### src/rtl/fc_score_unit.sv
// fc_score_unit
//   Final fully-connected stage. For each class it runs a multiply-accumulate
//   over IN_LEN features and weights read from external synchronous memories.
//   It then scales and saturates the sum and keeps the score in an internal
//   buffer. After the last class, all scores go out as one gap-free burst.
//
// Ports
//   clk         rising-edge clock
//   reset       asynchronous, active-low reset
//   start_sign  frame start, sampled only while idle
//   feat_addr   feature memory address (registered)
//   feat_data   signed feature, valid one cycle after feat_addr
//   w_addr      weight memory address, cls*IN_LEN+idx (registered)
//   w_data      signed weight, valid one cycle after w_addr
//   data_out    signed DW+1-bit score for the comparator
//   read_en     high on every beat of the score burst
//   address     class index of data_out, 0 outside the burst
//   busy        high from start acceptance until done
//   done        one-cycle pulse in the cycle after the last beat
module fc_score_unit #(
   parameter int DW        = 8,
   parameter int IN_LEN    = 16,
   parameter int NUM_CLASS = 14,
   parameter int MEM_ADDR  = 4,
   parameter int FEAT_ADDR = 4,
   parameter int W_ADDR    = 8,
   parameter int ACC_W     = 20,
   parameter int SHIFT     = 4
) (
   input  logic                        clk,
   input  logic                        reset,
   input  logic                        start_sign,
   output logic [FEAT_ADDR-1:0]        feat_addr,
   input  logic signed [DW-1:0]        feat_data,
   output logic [W_ADDR-1:0]           w_addr,
   input  logic signed [DW-1:0]        w_data,
   output logic signed [DW:0]          data_out,
   output logic                        read_en,
   output logic [MEM_ADDR-1:0]         address,
   output logic                        busy,
   output logic                        done
);

   typedef enum logic [1:0] {IDLE, MAC, STORE, STREAM} state_t;

   localparam int CNT_W = $clog2(IN_LEN + 1);
   localparam logic [CNT_W-1:0]    LAST_CNT   = CNT_W'(IN_LEN);
   localparam logic [CNT_W-1:0]    LAST_ISSUE = CNT_W'(IN_LEN - 1);
   localparam logic [MEM_ADDR-1:0] LAST_CLS   = MEM_ADDR'(NUM_CLASS - 1);
   localparam logic signed [ACC_W-1:0] SAT_HI = ACC_W'((1 << DW) - 1);
   localparam logic signed [ACC_W-1:0] SAT_LO = ACC_W'(-(1 << DW));

   state_t                    state_reg, state_next;
   logic [CNT_W-1:0]          cnt_reg;
   logic [CNT_W-1:0]          cnt_inc;
   logic [MEM_ADDR-1:0]       cls_reg;
   logic [W_ADDR-1:0]         w_base_reg;
   logic                      issue_reg;   // an address is on the memory bus this cycle
   logic                      valid_reg;   // memory data for that address is valid now
   logic signed [ACC_W-1:0]   acc_reg;
   logic signed [DW:0]        score_buf [NUM_CLASS];

   logic signed [2*DW-1:0]    prod;
   logic signed [ACC_W-1:0]   prod_ext;
   logic signed [ACC_W-1:0]   shifted;
   logic signed [DW:0]        score_sat;

   assign cnt_inc  = cnt_reg + CNT_W'(1);
   assign prod     = feat_data * w_data;
   assign prod_ext = {{(ACC_W - 2*DW){prod[2*DW-1]}}, prod};
   assign shifted  = acc_reg >>> SHIFT;

   always_comb begin
      score_sat = shifted[DW:0];
      if (shifted > SAT_HI)
         score_sat = SAT_HI[DW:0];
      else if (shifted < SAT_LO)
         score_sat = SAT_LO[DW:0];
   end

   always_ff @(posedge clk or negedge reset) begin
      if (!reset)
         state_reg <= IDLE;
      else
         state_reg <= state_next;
   end

   always_comb begin
      state_next = state_reg;
      unique case (state_reg)
         IDLE:   if (start_sign) state_next = MAC;
         MAC:    if (cnt_reg == LAST_CNT) state_next = STORE;
         STORE:  state_next = (cls_reg == LAST_CLS) ? STREAM : MAC;
         STREAM: if (address == LAST_CLS) state_next = IDLE;
      endcase
   end

   always_ff @(posedge clk or negedge reset) begin
      if (!reset) begin
         feat_addr  <= '0;
         w_addr     <= '0;
         data_out   <= '0;
         read_en    <= 1'b0;
         address    <= '0;
         busy       <= 1'b0;
         done       <= 1'b0;
         cnt_reg    <= '0;
         cls_reg    <= '0;
         w_base_reg <= '0;
         issue_reg  <= 1'b0;
         valid_reg  <= 1'b0;
         acc_reg    <= '0;
         for (int i = 0; i < NUM_CLASS; i++)
            score_buf[i] <= '0;
      end else begin
         done      <= 1'b0;
         valid_reg <= issue_reg;
         if (valid_reg)
            acc_reg <= acc_reg + prod_ext;

         unique case (state_reg)
            IDLE: begin
               if (start_sign) begin
                  busy       <= 1'b1;
                  cls_reg    <= '0;
                  cnt_reg    <= '0;
                  w_base_reg <= '0;
                  acc_reg    <= '0;
                  feat_addr  <= '0;
                  w_addr     <= '0;
                  issue_reg  <= 1'b1;
               end
            end
            MAC: begin
               cnt_reg <= cnt_inc;
               // Issue idx+1 while idx < IN_LEN-1; the remaining cycles
               // drain the one-cycle memory latency.
               if (cnt_reg < LAST_ISSUE) begin
                  feat_addr <= FEAT_ADDR'(cnt_inc);
                  w_addr    <= w_base_reg + W_ADDR'(cnt_inc);
               end else begin
                  issue_reg <= 1'b0;
                  feat_addr <= '0;
                  w_addr    <= '0;
               end
            end
            STORE: begin
               score_buf[cls_reg] <= score_sat;
               acc_reg            <= '0;
               if (cls_reg == LAST_CLS) begin
                  read_en  <= 1'b1;
                  address  <= '0;
                  // With a single class, buf[0] is being written on this edge.
                  data_out <= (NUM_CLASS == 1) ? score_sat : score_buf[0];
               end else begin
                  cls_reg    <= cls_reg + MEM_ADDR'(1);
                  w_base_reg <= w_base_reg + W_ADDR'(IN_LEN);
                  w_addr     <= w_base_reg + W_ADDR'(IN_LEN);
                  feat_addr  <= '0;
                  cnt_reg    <= '0;
                  issue_reg  <= 1'b1;
               end
            end
            STREAM: begin
               if (address == LAST_CLS) begin
                  read_en  <= 1'b0;
                  address  <= '0;
                  data_out <= '0;
                  busy     <= 1'b0;
                  done     <= 1'b1;
               end else begin
                  address  <= address + MEM_ADDR'(1);
                  data_out <= score_buf[address + MEM_ADDR'(1)];
               end
            end
         endcase
      end
   end

endmodule

### config.mk
export PLATFORM = sky130hd
export DESIGN_NAME = fc_score_unit
export DESIGN_NICKNAME = d
export VERILOG_FILES = /design/src/rtl/fc_score_unit.sv
export SDC_FILE = /design/constraint.sdc
export NUM_CORES = 1
export LEC_CHECK = 0
export BUFFER_PORTS_ARGS = -buffer_cell sky130_fd_sc_hd__buf_2
export CORE_MARGIN = 2
export CORE_UTILIZATION = 68
export DETAILED_ROUTE_END_ITERATION = 8
export GPL_TIMING_DRIVEN = 0
export PLACE_DENSITY = 0.93
export SLEW_MARGIN = 20
export SYNTH_ARGS = -nofsm -noshare
export SYNTH_HDL_FRONTEND = slang
export SYNTH_SLANG_ARGS = --single-unit
### constraint.sdc
create_clock -name clk -period 8.5 [get_ports clk]
set_input_delay 1.275 -clock clk [delete_from_list [all_inputs] [get_ports clk]]
set_output_delay 1.275 -clock clk [all_outputs]
set_load 0.03 [all_outputs]
==> results of run 1 <==
-- worst max-delay path: cells and delay by family --
family                     cells  cell delay [ns]
AOI/OAI and AO/OA              4             1.00
adders and majority gates      6             2.88
buffers and inverters          3             0.27
and+or+nand+nor                3             1.35
-- Yosys cell counts, types with 3 or more instances --
library cell / number / area share, %
and3_1: 4 / 0.20
xnor2_1: 13 / 0.91
nand3b_1: 4 / 0.24
a211oi_1: 5 / 0.30
dfrtp_1: 191 / 38
nand4_1: 3 / 0.15
ha_1: 61 / 6.1
nand3_1: 24 / 0.96
a31oi_1: 12 / 0.60
o21ai_0: 121 / 4.9
mux4_2: 28 / 5.1
inv_1: 121 / 3.6
a21o_1: 5 / 0.30
o21a_1: 3 / 0.18
or3_1: 3 / 0.15
clkbuf_1: 53 / 1.6
mux2i_1: 27 / 2.2
xor2_1: 7 / 0.49
nor2_1: 66 / 2.0
o221ai_1: 9 / 0.63
mux2_2: 15 / 1.4
buf_1: 4 / 0.12
a21oi_1: 66 / 2.7
nand2b_1: 7 / 0.35
a32o_1: 3 / 0.24
a22oi_1: 9 / 0.54
nor2b_1: 15 / 0.75
nand2_1: 176 / 5.3
and2_1: 37 / 1.9
fa_1: 88 / 14
o2bb2ai_1: 3 / 0.21
nor3_1: 11 / 0.44
nor3b_1: 3 / 0.18
o211ai_1: 6 / 0.36
a22o_1: 7 / 0.49
-- routing by layer --
layer	part of all wire [%]	routed length [microns]	track usage, %	up-vias
li1	-	-	-	4324
met1	36	11600	45.4	5001
met2	47	15200	54.6	822
met3	11	3670	9.74	221
met4	5.6	1800	16.6	0
met5	0	0	0	-
-- cells in the final DEF, fill, tap and decap left out, types with 4 or more instances in the layout --
| cell | instances |
|---|---|
| o21ai_0 | 121 |
| a22oi_1 | 9 |
| o211ai_1 | 6 |
| nor2b_1 | 15 |
| clkbuf_16 | 17 |
| a21oi_1 | 66 |
| xor2_1 | 7 |
| o221ai_1 | 9 |
| dfrtp_1 | 191 |
| mux2i_1 | 27 |
| nand2_1 | 176 |
| buf_2 | 47 |
| nor2_1 | 66 |
| and2_1 | 37 |
| mux2_2 | 15 |
| clkbuf_1 | 54 |
| buf_1 | 4 |
| inv_6 | 9 |
| inv_1 | 121 |
| nand2b_1 | 7 |
| a22o_1 | 7 |
| ha_1 | 61 |
| a21o_1 | 5 |
| nand3b_1 | 4 |
| mux4_2 | 28 |
| and3_1 | 4 |
| xnor2_1 | 13 |
| fa_1 | 88 |
| a31oi_1 | 12 |
| nor3_1 | 11 |
| a211oi_1 | 5 |
| nand3_1 | 24 |
-- path summary, 6_finish.rpt --
| kind | start | endpoint | slack (ns) | cells after the start |
|---|---|---|---|---|
| max | w_data[0] | acc_reg[19] | 2.05 | 16 |
| min | issue_reg | valid_reg | 0.40 | 0 |
| max reg2reg | acc_reg[6] | acc_reg[19] | 3.35 | 16 |
| min reg2reg | issue_reg | valid_reg | 0.40 | 0 |
| max in group asynchronous | reset | score_buf[42] | 6.75 | 2 |
| min in group asynchronous | reset | feat_addr[0] | 0.85 | 1 |
-- per-stage QoR --
step / setup WS (ns) / util, % / hold slack, ns
4_1_cts: 2.07 / 75.5 / 0.403
3_5_place_dp: 1.62 / 72.4 / 0.373
3_3_place_gp: 1.79 / 72.2 / 0.369
6_report: 2.05 / 75.5 / 0.404
5_1_grt: 1.74 / 75.5 / 0.415
2_1_floorplan: 2.37 / - / 0.348
-- logic make-up (layout without fill, tap and decap cells) --
kind of cell | after synthesis | in the layout | synth area share [%]
adder cells (fa/ha/maj) | 149 | 149 | 20.3
flip-flops | 191 | 191 | 38.4
AND/OR/NAND/NOR | 362 | 362 | 13.1
buffers and inverters | 183 | 262 | 5.60
other | 1 | 1 | 0.0301
AO/OA/AOI/OAI | 265 | 265 | 12.4
multiplexers | 70 | 70 | 8.59
XOR/XNOR | 21 | 21 | 1.54
-- layout make-up --
| type | instances | area [sq um] | share of cell area [%] |
|---|---|---|---|
| buffer | 61 | 239 | 1.76 |
| clock buffer | 19 | 443 | 3.26 |
| clock inverter | 13 | 116 | 0.858 |
| inverter | 122 | 458 | 3.38 |
| multi-input combinational | 868 | 6980 | 51.4 |
| sequential | 191 | 4780 | 35.2 |
| tap | 229 | 287 | 2.11 |
| timing repair buffer | 47 | 268 | 1.97 |
==> impl_results.html, run 1 <==
<table>
<tr><th>Metric</th><th>Value</th></tr>
<tr><th colspan="2">Run status</th></tr>
<tr><td>Run status</td><td>finished with violations</td></tr>
<tr><td>Violations in the final reports</td><td>DRC</td></tr>
<tr><th colspan="2">CTS</th></tr>
<tr><td>Max clock buf depth</td><td>2</td></tr>
<tr><td>Number of clock buffers inserted by TritonCTS</td><td>17</td></tr>
<tr><td>Post-CTS setup repair buffer count</td><td>0</td></tr>
<tr><td>Post-CTS sizing</td><td>0</td></tr>
<tr><td>Clock sinks</td><td>191</td></tr>
<tr><td>Count of hold buffers inserted by post-cts repair</td><td>0</td></tr>
<tr><td>CTS HTree Levels</td><td>4</td></tr>
<tr><td>CTS tree</td><td>built</td></tr>
<tr><td>Worst-skew pair later-pin latency</td><td>0.46 ns</td></tr>
<tr><td>Clock slew seen by the registers of the worst setup and hold paths</td><td>around 0.070 ns</td></tr>
<tr><td>Clk root buf</td><td>clkbuf_16</td></tr>
<tr><th colspan="2">Cells and area</th></tr>
<tr><td>Final instance area</td><td>~14000 sq um</td></tr>
<tr><td>Final #Nets</td><td>approximately 1500</td></tr>
<tr><td>Number of flip-flops under the largest register name</td><td>126</td></tr>
<tr><td>Area growth syn-to-layout</td><td>8.94%</td></tr>
<tr><td>Count of antenna diodes in the layout</td><td>0</td></tr>
<tr><td>Share of post-route cells with drive strength above 1</td><td>under 10%</td></tr>
<tr><td>Post-route non-filler standard cell count</td><td>1550</td></tr>
<tr><td>Count of fill cells added during filler insertion</td><td>about 1100</td></tr>
<tr><th colspan="2">Synth</th></tr>
<tr><td>Yosys synthesis warning count</td><td>0</td></tr>
<tr><td>Avg Cell Area, Syn</td><td>approximately 10 sq um</td></tr>
<tr><td>Synth Instances</td><td>1242</td></tr>
<tr><td>Top_reg_cell synth</td><td>dfrtp_1</td></tr>
<tr><td>Synth async-reset ratio</td><td>100%</td></tr>
<tr><td>Share of synthesized area occupied by flip-flops and latches</td><td>about two fifths</td></tr>
<tr><td>Number of distinct standard cells referenced by the synthesized netlist</td><td>57</td></tr>
<tr><td>Post-synthesis net count</td><td>1410</td></tr>
<tr><td>Number of enable-type register cells in the synthesized netlist</td><td>0</td></tr>
<tr><td>Flip-flop and latch count after synthesis</td><td>191</td></tr>
<tr><td>Cell area after synthesis</td><td>12500 sq um</td></tr>
<tr><th colspan="2">Critical path</th></tr>
<tr><td>Cell with the most instances on the worst path</td><td>fa_1</td></tr>
<tr><td>Kind of end point of the critical path</td><td>flop</td></tr>
<tr><td>Crit Path Max Fanout</td><td>13</td></tr>
<tr><td>Critical path arrival</td><td>6.79 ns</td></tr>
<tr><td>Largest stage delay on the critical path</td><td>slightly below 0.8 ns</td></tr>
<tr><td>Cell with the largest stage delay on the worst path</td><td>and2_1</td></tr>
<tr><td>Worst path required time</td><td>slightly below 9 ns</td></tr>
<tr><td>Worst path cell trace</td><td>buf_2 &gt; and2_1 &gt; fa_1 &gt; fa_1 &gt; inv_1 &gt; fa_1 &gt; fa_1 &gt; inv_1 &gt; fa_1 &gt; ha_1 &gt; o21ai_0 &gt; o21bai_1 &gt; o211ai_1 &gt; nor3_1 &gt; or4_1 &gt; a32o_1</td></tr>
<tr><td>Critical Path Source Type</td><td>input port</td></tr>
<tr><td>Worst setup path class</td><td>input port to flop</td></tr>
<tr><th colspan="2">Timing</th></tr>
<tr><td>Final setup violation count</td><td>0</td></tr>
<tr><td>Pins Over Slew Limit</td><td>0</td></tr>
<tr><td>Achievable Freq</td><td>0.155 GHz</td></tr>
<tr><td>Setup repair after global routing missed its margin</td><td>false</td></tr>
<tr><td>Worst-case headroom to the max-slew limit</td><td>between 30 and 40%</td></tr>
<tr><td>Worst clock skew on the final layout</td><td>0.0190 ns</td></tr>
<tr><td>Slew at the pin with the worst max-slew slack</td><td>0.937 ns</td></tr>
<tr><td>Final-layout setup total negative slack</td><td>0 ns</td></tr>
<tr><td>Final hold violation count</td><td>0</td></tr>
<tr><td>Clock period minus worst slack</td><td>6.45 ns</td></tr>
<tr><td>Fin crit share</td><td>75.9%</td></tr>
<tr><th colspan="2">Route</th></tr>
<tr><td>Vias</td><td>10400</td></tr>
<tr><td>Number of antenna-violating nets in the routed design</td><td>0</td></tr>
<tr><td>Initial drt markers</td><td>~1300</td></tr>
<tr><td>DRT Pass-1 Iters</td><td>9</td></tr>
<tr><td>Wire length reported by the detailed router</td><td>32200 microns</td></tr>
<tr><td>Mean routed wirelength per cell</td><td>between 20 and 25 microns</td></tr>
<tr><td>Vias per std cell</td><td>around 6.7</td></tr>
<tr><td>Residual DRC count</td><td>7</td></tr>
<tr><th colspan="2">Die</th></tr>
<tr><td>Core region area</td><td>18000 sq um</td></tr>
<tr><td>Site row count</td><td>49</td></tr>
<tr><td>Vertical die dimension</td><td>139 microns</td></tr>
<tr><td>Die Wd</td><td>139 microns</td></tr>
<tr><td>Starting density of the core</td><td>69.3%</td></tr>
<tr><td>Die area</td><td>19400 sq um</td></tr>
<tr><td>Count of boundary I/O pins</td><td>47</td></tr>
<tr><th colspan="2">Min path</th></tr>
<tr><td>Hold Crit Class</td><td>flop to flop</td></tr>
<tr><th colspan="2">Global routing</th></tr>
<tr><td>Vias in the first global route</td><td>10600</td></tr>
<tr><td>GRT overflow</td><td>0</td></tr>
<tr><td>Largest net degree at the start of global routing</td><td>98</td></tr>
<tr><td>Number of antenna violations at the first check in global routing</td><td>1</td></tr>
<tr><td>Total routing resource utilization after global routing</td><td>34.8%</td></tr>
<tr><td>Wire length of the first global-routing pass</td><td>53600 microns</td></tr>
<tr><th colspan="2">Flow run</th></tr>
<tr><td># Max-Cap Violations</td><td>0</td></tr>
<tr><th colspan="2">Placement</th></tr>
<tr><td>Half-perimeter wire length after detailed placement</td><td>22500 microns</td></tr>
<tr><td>Instance count after placement with tap cells included</td><td>1518</td></tr>
<tr><td>Last weighted congestion value of the routability-driven placer</td><td>0.879</td></tr>
<tr><td>Area after detailed placement</td><td>13000 sq um</td></tr>
<tr><td>Buffers on Ports</td><td>46</td></tr>
</table>
Power of run 1 is left out: the tool's default activity adds up to more than one toggle a clock period on the data nets, which glitch-free logic cannot reach.
==> run 2: changes to the inputs <==
- ABC_AREA: unset -> 1
- CORE_UTILIZATION: 68 -> 57
- PLACE_DENSITY: 0.93 -> 0.84
- clock period: 8.5 -> 5.2 ns (I/O delays scaled with it)
==> run 2 against run 1 <==
Net effect:
- final cell count rose by 22%
- routed wire length down 1.5%
- final area up 2.8%
- register-to-register slack worse by 2.6 ns
- worst setup slack worse by 1.8 ns
- sequential cell count stayed put
- core utilization down 12 points
- critical endpoint is now acc_reg[14]
- non-clock buffer count increased by 1
- the run now ends clean
==> impl_results.html, run 2 <==
<table>
<tr><th>Metric</th><th>Value</th></tr>
<tr><th colspan="2">CTS</th></tr>
<tr><td>Clock sinks</td><td>191 (unchanged)</td></tr>
<tr><td>Count of hold buffers inserted by post-cts repair</td><td>0 (unchanged)</td></tr>
<tr><td>Number of clock buffers inserted by TritonCTS</td><td>17 (unchanged)</td></tr>
<tr><td>Clock slew seen by the registers of the worst setup and hold paths</td><td>0.07 ns (about the same)</td></tr>
<tr><td>CTS tree</td><td>built</td></tr>
<tr><td>Max clock buf depth</td><td>2 (unchanged)</td></tr>
<tr><td>Clk root buf</td><td>clkbuf_16</td></tr>
<tr><td>Worst-skew pair later-pin latency</td><td>0.44 ns (-0.02 ns)</td></tr>
<tr><td>CTS HTree Levels</td><td>4 (unchanged)</td></tr>
<tr><th colspan="2">Route</th></tr>
<tr><td>Vias per std cell</td><td>5.66 (-15%)</td></tr>
<tr><td>Mean routed wirelength per cell</td><td>16.8 microns (-19%)</td></tr>
<tr><td>Residual DRC count</td><td>0 (-7)</td></tr>
<tr><td>Number of antenna-violating nets in the routed design</td><td>0 (unchanged)</td></tr>
<tr><td>Initial drt markers</td><td>888 (-30%)</td></tr>
<tr><td>Vias</td><td>10700 (+2.8%)</td></tr>
<tr><td>DRT Pass-1 Iters</td><td>6 (-3)</td></tr>
<tr><td>Wire length reported by the detailed router</td><td>31700 microns (-1.5%)</td></tr>
<tr><th colspan="2">Critical path</th></tr>
<tr><td>Worst path required time</td><td>5.54 ns (-3.30 ns)</td></tr>
<tr><td>Worst setup path class</td><td>input port to flop</td></tr>
<tr><td>Count of buffering cells on the critical path with inverters included</td><td>5 (+2)</td></tr>
<tr><td>Crit Reg-Reg Startpoint</td><td>acc_reg[6]</td></tr>
<tr><td>Cell with the most instances on the worst path</td><td>inv_1</td></tr>
<tr><td>Largest stage delay on the critical path</td><td>0.57 ns (-0.20 ns)</td></tr>
<tr><td>Crit Path Max Fanout</td><td>8 (-5)</td></tr>
<tr><td>Worst path cell trace</td><td>clkbuf_2 &gt; nand2_1 &gt; inv_1 &gt; fa_2 &gt; inv_1 &gt; fa_1 &gt; inv_1 &gt; fa_1 &gt; fa_1 &gt; ha_1 &gt; ha_1 &gt; a21oi_1 &gt; o21ai_0 &gt; nand3b_1 &gt; a21oi_1 &gt; o21ai_0 &gt; nand2_1 &gt; inv_1</td></tr>
<tr><td>Setup slack of the worst register-to-register path</td><td>0.77 ns (-2.58 ns)</td></tr>
<tr><td>Gate family responsible for the most delay along the worst path</td><td>adder cells</td></tr>
<tr><td>Kind of end point of the critical path</td><td>flop</td></tr>
<tr><td>Worst Setup SP</td><td>feat_data[7]</td></tr>
<tr><td>Critical path arrival</td><td>5.24 ns (-1.55 ns)</td></tr>
<tr><td>Cell with the largest stage delay on the worst path</td><td>fa_2</td></tr>
<tr><td>Critical Path Source Type</td><td>input port</td></tr>
<tr><th colspan="2">Min path</th></tr>
<tr><td>Hold Crit Class</td><td>input port to asynchronous set/reset pin</td></tr>
<tr><th colspan="2">Cells and area</th></tr>
<tr><td>Final #Nets</td><td>1760 (+19%)</td></tr>
<tr><td>Count of antenna diodes in the layout</td><td>0 (unchanged)</td></tr>
<tr><td>Post-route non-filler standard cell count</td><td>1884 (+22%)</td></tr>
<tr><td>Most common cell after layout, fill and taps aside</td><td>nand2_1</td></tr>
<tr><td>Most used cells in the layout excluding fill and tap cells</td><td>342 x nand2_1, 226 x o21ai_0, 219 x inv_1</td></tr>
<tr><td>Area growth syn-to-layout</td><td>9.88%</td></tr>
<tr><td>Final instance area</td><td>13900 sq um (+2.8%)</td></tr>
<tr><td>Number of flip-flops under the largest register name</td><td>126 (unchanged)</td></tr>
<tr><td>Share of post-route cells with drive strength above 1</td><td>7.86% (-2.1 points)</td></tr>
<tr><td>Count of fill cells added during filler insertion</td><td>1807 (+68%)</td></tr>
<tr><th colspan="2">Synth</th></tr>
<tr><td>Flip-flop and latch count after synthesis</td><td>191 (unchanged)</td></tr>
<tr><td>Post-synthesis net count</td><td>1701 (+21%)</td></tr>
<tr><td>Largest area contributor in the synthesized netlist</td><td>dfrtp_1</td></tr>
<tr><td>Synth Instances</td><td>1533 (+23%)</td></tr>
<tr><td>Number of distinct standard cells referenced by the synthesized netlist</td><td>49 (-14%)</td></tr>
<tr><td>Number of enable-type register cells in the synthesized netlist</td><td>0 (unchanged)</td></tr>
<tr><td>Avg Cell Area, Syn</td><td>8.28 sq um (-17%)</td></tr>
<tr><td>Cell area after synthesis</td><td>12700 sq um (+1.9%)</td></tr>
<tr><td>Most common cell in the netlist</td><td>nand2_1</td></tr>
<tr><td>Most frequent cells after synthesis</td><td>343 x nand2_1, 226 x o21ai_0, 222 x inv_1, 191 x dfrtp_1, 117 x nor2_1</td></tr>
<tr><td>Share of the synthesized area in the top cell type</td><td>37.7% (-0.72 points)</td></tr>
<tr><td>Synth async-reset ratio</td><td>100% (unchanged)</td></tr>
<tr><td>Most area-consuming cells after synthesis</td><td>dfrtp_1 38%, fa_1 14%, nand2_1 10%, o21ai_0 8.9%, inv_1 6.6%</td></tr>
<tr><td>Top_reg_cell synth</td><td>dfrtp_1</td></tr>
<tr><td>Yosys synthesis warning count</td><td>0 (unchanged)</td></tr>
<tr><td>Share of synthesized area occupied by flip-flops and latches</td><td>37.7% (-0.72 points)</td></tr>
<tr><th colspan="2">Global routing</th></tr>
<tr><td>Wire length of the first global-routing pass</td><td>53500 microns (about the same)</td></tr>
<tr><td>Number of antenna violations at the first check in global routing</td><td>0 (-1)</td></tr>
<tr><td>Vias in the first global route</td><td>10800 (+1.7%)</td></tr>
<tr><td>Largest net degree at the start of global routing</td><td>98 (unchanged)</td></tr>
<tr><td>GRT overflow</td><td>0 (unchanged)</td></tr>
<tr><td>Total routing resource utilization after global routing</td><td>28.4% (-6.4 points)</td></tr>
<tr><th colspan="2">Timing</th></tr>
<tr><td>Worst-case headroom to the max-slew limit</td><td>50.6% (+13 points)</td></tr>
<tr><td>Achievable Freq</td><td>0.204 GHz</td></tr>
<tr><td>Final-layout worst hold slack</td><td>0.325 ns (-0.0797 ns)</td></tr>
<tr><td>Setup repair after global routing missed its margin</td><td>false</td></tr>
<tr><td>Final setup violation count</td><td>0 (unchanged)</td></tr>
<tr><td>Final hold violation count</td><td>0 (unchanged)</td></tr>
<tr><td>Slew at the pin with the worst max-slew slack</td><td>0.733 ns (-0.204 ns)</td></tr>
<tr><td>Fin crit share</td><td>94.3%</td></tr>
<tr><td>Final-layout setup total negative slack</td><td>0 ns (unchanged)</td></tr>
<tr><td>Pins Over Slew Limit</td><td>0 (unchanged)</td></tr>
<tr><td>Clock period minus worst slack</td><td>approximately 4.9 ns</td></tr>
<tr><td>Worst clock skew on the final layout</td><td>0.0119 ns (-0.00706 ns)</td></tr>
<tr><th colspan="2">Die</th></tr>
<tr><td>Core region area</td><td>21800 sq um (+21%)</td></tr>
<tr><td>Vertical die dimension</td><td>153 microns (+10%)</td></tr>
<tr><td>Die area</td><td>23500 sq um (+21%)</td></tr>
<tr><td>Count of boundary I/O pins</td><td>47 (unchanged)</td></tr>
<tr><td>Die Wd</td><td>153 microns (+10%)</td></tr>
<tr><td>Site row count</td><td>54 (+10%)</td></tr>
<tr><td>Starting density of the core</td><td>58.2% (-11 points)</td></tr>
<tr><th colspan="2">Placement</th></tr>
<tr><td>Half-perimeter wire length after detailed placement</td><td>24000 microns (+6.6%)</td></tr>
<tr><td>Instance count after placement with tap cells included</td><td>1845 (+22%)</td></tr>
<tr><td>Buffers on Ports</td><td>31 (-33%)</td></tr>
<tr><td>Last weighted congestion value of the routability-driven placer</td><td>0.927 (+5.5%)</td></tr>
<tr><td>Area after detailed placement</td><td>13300 sq um (+2.0%)</td></tr>
<tr><th colspan="2">Flow run</th></tr>
<tr><td># Max-Cap Violations</td><td>0 (unchanged)</td></tr>
<tr><th colspan="2">Run status</th></tr>
<tr><td>Run status</td><td>finished, final reports clean</td></tr>
</table>
-- run 2: cell count changes after synthesis, sizes merged, moves of 15 or more --
cell	previous run	this run
mux2i	27	8
and2	38	1
inv	121	227
mux4	28	0
o21ai	121	227
nor2	66	122
nand2	176	346
mux2	15	0
nor2b	15	0
nand3	24	55
a21oi	66	43
-- run 2: cells by family (layout without fill, tap and decap cells) --
logic type	count (synthesis)	in the layout	share of synthesized area, %
simple gates	554	554	18.0
compound gates	321	321	13.9
buf+inv	298	369	9.12
flops	191	191	37.7
fa+ha+maj	149	149	19.9
xor+xnor	11	11	0.759
mux	8	8	0.631
other cells	1	1	0.0295
-- run 2: area by class of cell --
| type | instances | area [sq um] | area share, % |
|---|---|---|---|
| Timing Repair Buffer | 40 | 265 | 1.90 |
| Sequential cell | 191 | 4780 | 34.3 |
| Inverter | 229 | 873 | 6.26 |
| Tap cell | 280 | 350 | 2.51 |
| Multi-Input combinational cell | 1044 | 6780 | 48.6 |
| Buffer | 69 | 303 | 2.17 |
| Clock inverter | 13 | 161 | 1.16 |
| Clock buffer | 18 | 429 | 3.08 |
-- run 2: worst register-to-register path: cells and delay by family, from the launching register on --
family | cells | cell delay (ns)
adder cells (fa/ha/maj) | 6 | 2.70
AND/OR/NAND/NOR | 5 | 0.61
AO/OA/AOI/OAI | 2 | 0.40
flip-flops | 1 | 0.35
buffers and inverters | 5 | 0.27
-- run 2: through the flow --
| stage | utilization [%] | worst slack (ns) |
|---|---|---|
| final | 63.9 | 0.295 |
| after global routing | 63.9 | 0.0645 |
| after CTS | 63.5 | 0.0936 |
| after detailed placement | 60.8 | -0.343 |
| after global placement | 60.6 | -0.240 |
| after floorplan | - | 0.0570 |
-- run 2: worst paths after layout --
path / end / depth (start not counted)
setup / recovery: acc_reg[14] / 18
hold / removal: feat_addr[2] / 1
setup reg to reg: acc_reg[13] / 18
hold reg to reg: valid_reg / 0
max in group asynchronous: score_buf[92] / 2
min in group clk: valid_reg / 0
-- run 2: routing by layer --
layer / wire [microns] / part of all wire [%] / vias to the layer above / global-route usage, %
met5: 0 / 0 / - / 0
met4: 1150 / 3.6 / 0 / 11.0
met3: 1970 / 6.2 / 77 / 4.17
met2: 15700 / 50 / 420 / 48.6
met1: 12900 / 41 / 5161 / 36.7
li1: - / - / 5000 / -
-- run 2: what timing repair did --
item / in CTS / in global routing
resized for setup: 0 / 9
setup endpoints to repair: 0 / 10
setup buffers: 0 / 8
Power of run 2 is left out for the same reason.
==> run 3: changes to the inputs <==
- ABC_AREA: 1 -> 0
- SKIP_CTS_REPAIR_TIMING: unset -> 1
==> run 3 against run 2 <==
Net effect:
- worst setup slack got worse by 0.13 ns
- final cell count decreased by 15%
- fmax decreased by 2.6%
- non-clock buffer count increased by 5
==> impl_results.html, run 3 (same netlist as run 1, synthesis figures left out) <==
<table>
<tr><th>Metric</th><th>Value</th></tr>
<tr><th colspan="2">Timing</th></tr>
<tr><td>Final setup violation count</td><td>0 (unchanged)</td></tr>
<tr><td>Clock period minus worst slack</td><td>5.04 ns (+0.133 ns)</td></tr>
<tr><td>Pins Over Slew Limit</td><td>0 (unchanged)</td></tr>
<tr><td>Worst-case headroom to the max-slew limit</td><td>44.5% (-6.1 points)</td></tr>
<tr><td>Fin crit share</td><td>96.9% (+2.6 points)</td></tr>
<tr><td>Achievable Freq</td><td>0.198 GHz (-2.6%)</td></tr>
<tr><td>Final hold violation count</td><td>0 (unchanged)</td></tr>
<tr><td>Worst clock skew on the final layout</td><td>0.0104 ns (-0.00146 ns)</td></tr>
<tr><td>Slew at the pin with the worst max-slew slack</td><td>0.827 ns (+0.0938 ns)</td></tr>
<tr><th colspan="2">Flow run</th></tr>
<tr><td># Max-Cap Violations</td><td>0 (unchanged)</td></tr>
<tr><th colspan="2">Cells and area</th></tr>
<tr><td>Final #Nets</td><td>1482 (-16%)</td></tr>
<tr><td>Count of antenna diodes in the layout</td><td>0 (unchanged)</td></tr>
<tr><td>Post-route non-filler standard cell count</td><td>1605 (-15%)</td></tr>
<tr><td>Number of flip-flops under the largest register name</td><td>126 (unchanged)</td></tr>
<tr><td>Most common cell after layout, fill and taps aside</td><td>dfrtp_1</td></tr>
<tr><td>Area growth syn-to-layout</td><td>10.4%</td></tr>
<tr><td>Most used cells in the layout excluding fill and tap cells</td><td>191 x dfrtp_1, 174 x nand2_1, 119 x inv_1</td></tr>
<tr><td>Share of post-route cells with drive strength above 1</td><td>11.9% (+4.1 points)</td></tr>
<tr><td>Final instance area</td><td>13800 sq um (-1.4%)</td></tr>
<tr><th colspan="2">Die</th></tr>
<tr><td>Die Wd</td><td>152 microns (-0.92%)</td></tr>
<tr><td>Die area</td><td>23000 sq um (-1.8%)</td></tr>
<tr><td>Count of boundary I/O pins</td><td>47 (unchanged)</td></tr>
<tr><td>Starting density of the core</td><td>57.6% (-0.55 points)</td></tr>
<tr><td>Core region area</td><td>21600 sq um (-0.93%)</td></tr>
<tr><td>Site row count</td><td>54 (unchanged)</td></tr>
<tr><td>Vertical die dimension</td><td>152 microns (-0.92%)</td></tr>
<tr><th colspan="2">CTS</th></tr>
<tr><td>CTS HTree Levels</td><td>4 (unchanged)</td></tr>
<tr><td>Clock sinks</td><td>191 (unchanged)</td></tr>
<tr><td>CTS tree</td><td>built</td></tr>
<tr><td>Worst-skew pair later-pin latency</td><td>0.44 ns (about the same)</td></tr>
<tr><td>Clock slew seen by the registers of the worst setup and hold paths</td><td>0.07 ns (about the same)</td></tr>
<tr><td>Max clock buf depth</td><td>2 (unchanged)</td></tr>
<tr><td>Clk root buf</td><td>clkbuf_16</td></tr>
<tr><td>Number of clock buffers inserted by TritonCTS</td><td>17 (unchanged)</td></tr>
<tr><th colspan="2">Critical path</th></tr>
<tr><td>Setup slack of the worst register-to-register path</td><td>0.36 ns (-0.41 ns)</td></tr>
<tr><td>Critical Path Source Type</td><td>input port</td></tr>
<tr><td>Crit Reg-Reg Startpoint</td><td>acc_reg[6]</td></tr>
<tr><td>Worst setup path class</td><td>input port to flop</td></tr>
<tr><td>Worst path required time</td><td>5.53 ns (about the same)</td></tr>
<tr><td>Crit Path Max Fanout</td><td>8 (unchanged)</td></tr>
<tr><td>Worst Setup SP</td><td>feat_data[6]</td></tr>
<tr><td>Critical path arrival</td><td>5.37 ns (+0.13 ns)</td></tr>
<tr><td>Kind of end point of the critical path</td><td>flop</td></tr>
<tr><th colspan="2">Placement</th></tr>
<tr><td>Half-perimeter wire length after detailed placement</td><td>21000 microns (-13%)</td></tr>
<tr><td>Last weighted congestion value of the routability-driven placer</td><td>0.878 (-5.3%)</td></tr>
<tr><td>Instance count after placement with tap cells included</td><td>1569 (-15%)</td></tr>
<tr><td>Area after detailed placement</td><td>13100 sq um (-1.3%)</td></tr>
<tr><td>Buffers on Ports</td><td>46 (+48%)</td></tr>
<tr><th colspan="2">Route</th></tr>
<tr><td>Initial drt markers</td><td>894 (+0.68%)</td></tr>
<tr><td>Vias</td><td>9608 (-9.9%)</td></tr>
<tr><td>Mean routed wirelength per cell</td><td>18.0 microns (+6.6%)</td></tr>
<tr><td>Number of antenna-violating nets in the routed design</td><td>0 (unchanged)</td></tr>
<tr><td>Residual DRC count</td><td>0 (unchanged)</td></tr>
<tr><td>DRT Pass-1 Iters</td><td>5 (-1)</td></tr>
<tr><td>Vias per std cell</td><td>5.99 (+5.8%)</td></tr>
<tr><td>Wire length reported by the detailed router</td><td>28800 microns (-9.1%)</td></tr>
<tr><th colspan="2">Global routing</th></tr>
<tr><td>Number of antenna violations at the first check in global routing</td><td>0 (unchanged)</td></tr>
<tr><td>GRT overflow</td><td>0 (unchanged)</td></tr>
<tr><td>Wire length of the first global-routing pass</td><td>48800 microns (-8.8%)</td></tr>
<tr><td>Largest net degree at the start of global routing</td><td>103 (+5.1%)</td></tr>
<tr><td>Total routing resource utilization after global routing</td><td>26.0% (-2.4 points)</td></tr>
<tr><td>Vias in the first global route</td><td>9805 (-9.1%)</td></tr>
<tr><th colspan="2">Run status</th></tr>
<tr><td>Run status</td><td>finished, final reports clean</td></tr>
<tr><th colspan="2">Min path</th></tr>
<tr><td>Hold Crit Class</td><td>input port to asynchronous set/reset pin</td></tr>
</table>
run 3: path summary, 6_finish.rpt:
path | depth (start not counted) | endpoint
worst min-delay path | 1 | cnt_reg[3]
worst max register to register | 16 | acc_reg[19]
min in group clk | 0 | valid_reg
worst min register to register | 0 | valid_reg
worst max-delay path | 16 | acc_reg[19]
max in group asynchronous | 2 | score_buf[82]
run 3: worst max-delay path: stages:
cell and delay (ns):
buf_2 0.16, and2_4 0.18, fa_1 0.48, fa_1 0.50, inv_1 0.06, fa_1 0.50, fa_1 0.54, inv_1 0.05
fa_1 0.53, ha_4 0.23, o21ai_2 0.07, o21bai_2 0.11, o211ai_1 0.43, nor3_2 0.09, or4_1 0.41, a32o_1 0.26
run 3: area by class of cell:
class,instances,area [sq um]
Fill cell,1638,7870
Multi-Input combinational cell,868,7060
Sequential cell,191,4780
Inverter,122,463
Clock buffer,18,429
Tap cell,280,350
Timing Repair Buffer,53,328
Buffer,61,249
Clock inverter,12,92.6
run 3: through the flow:
| step | worst slack, ns | util, % | TNS, ns | hold WS [ns] |
|---|---|---|---|---|
| finish | 0.162 | 63.6 | 0 | 0.359 |
| global route | -0.0658 | 63.6 | -0.0658 | 0.406 |
| CTS | -0.106 | 63.0 | -0.106 | 0.382 |
| detailed placement | -0.562 | 60.6 | -2.41 | 0.376 |
| global placement | -0.487 | 60.4 | -1.69 | 0.368 |
| floorplan | 0.00836 | - | 0 | 0.348 |
run 3: per-layer routing:
layer | vias to the layer above | track usage, % | part of all wire, %
li1 | 4344 | - | -
met1 | 4814 | 36.1 | 42
met2 | 395 | 41.7 | 49
met3 | 55 | 4.93 | 7.4
met4 | 0 | 8.72 | 2.3
met5 | - | 0 | 0
Power of run 3 is left out for the same reason.
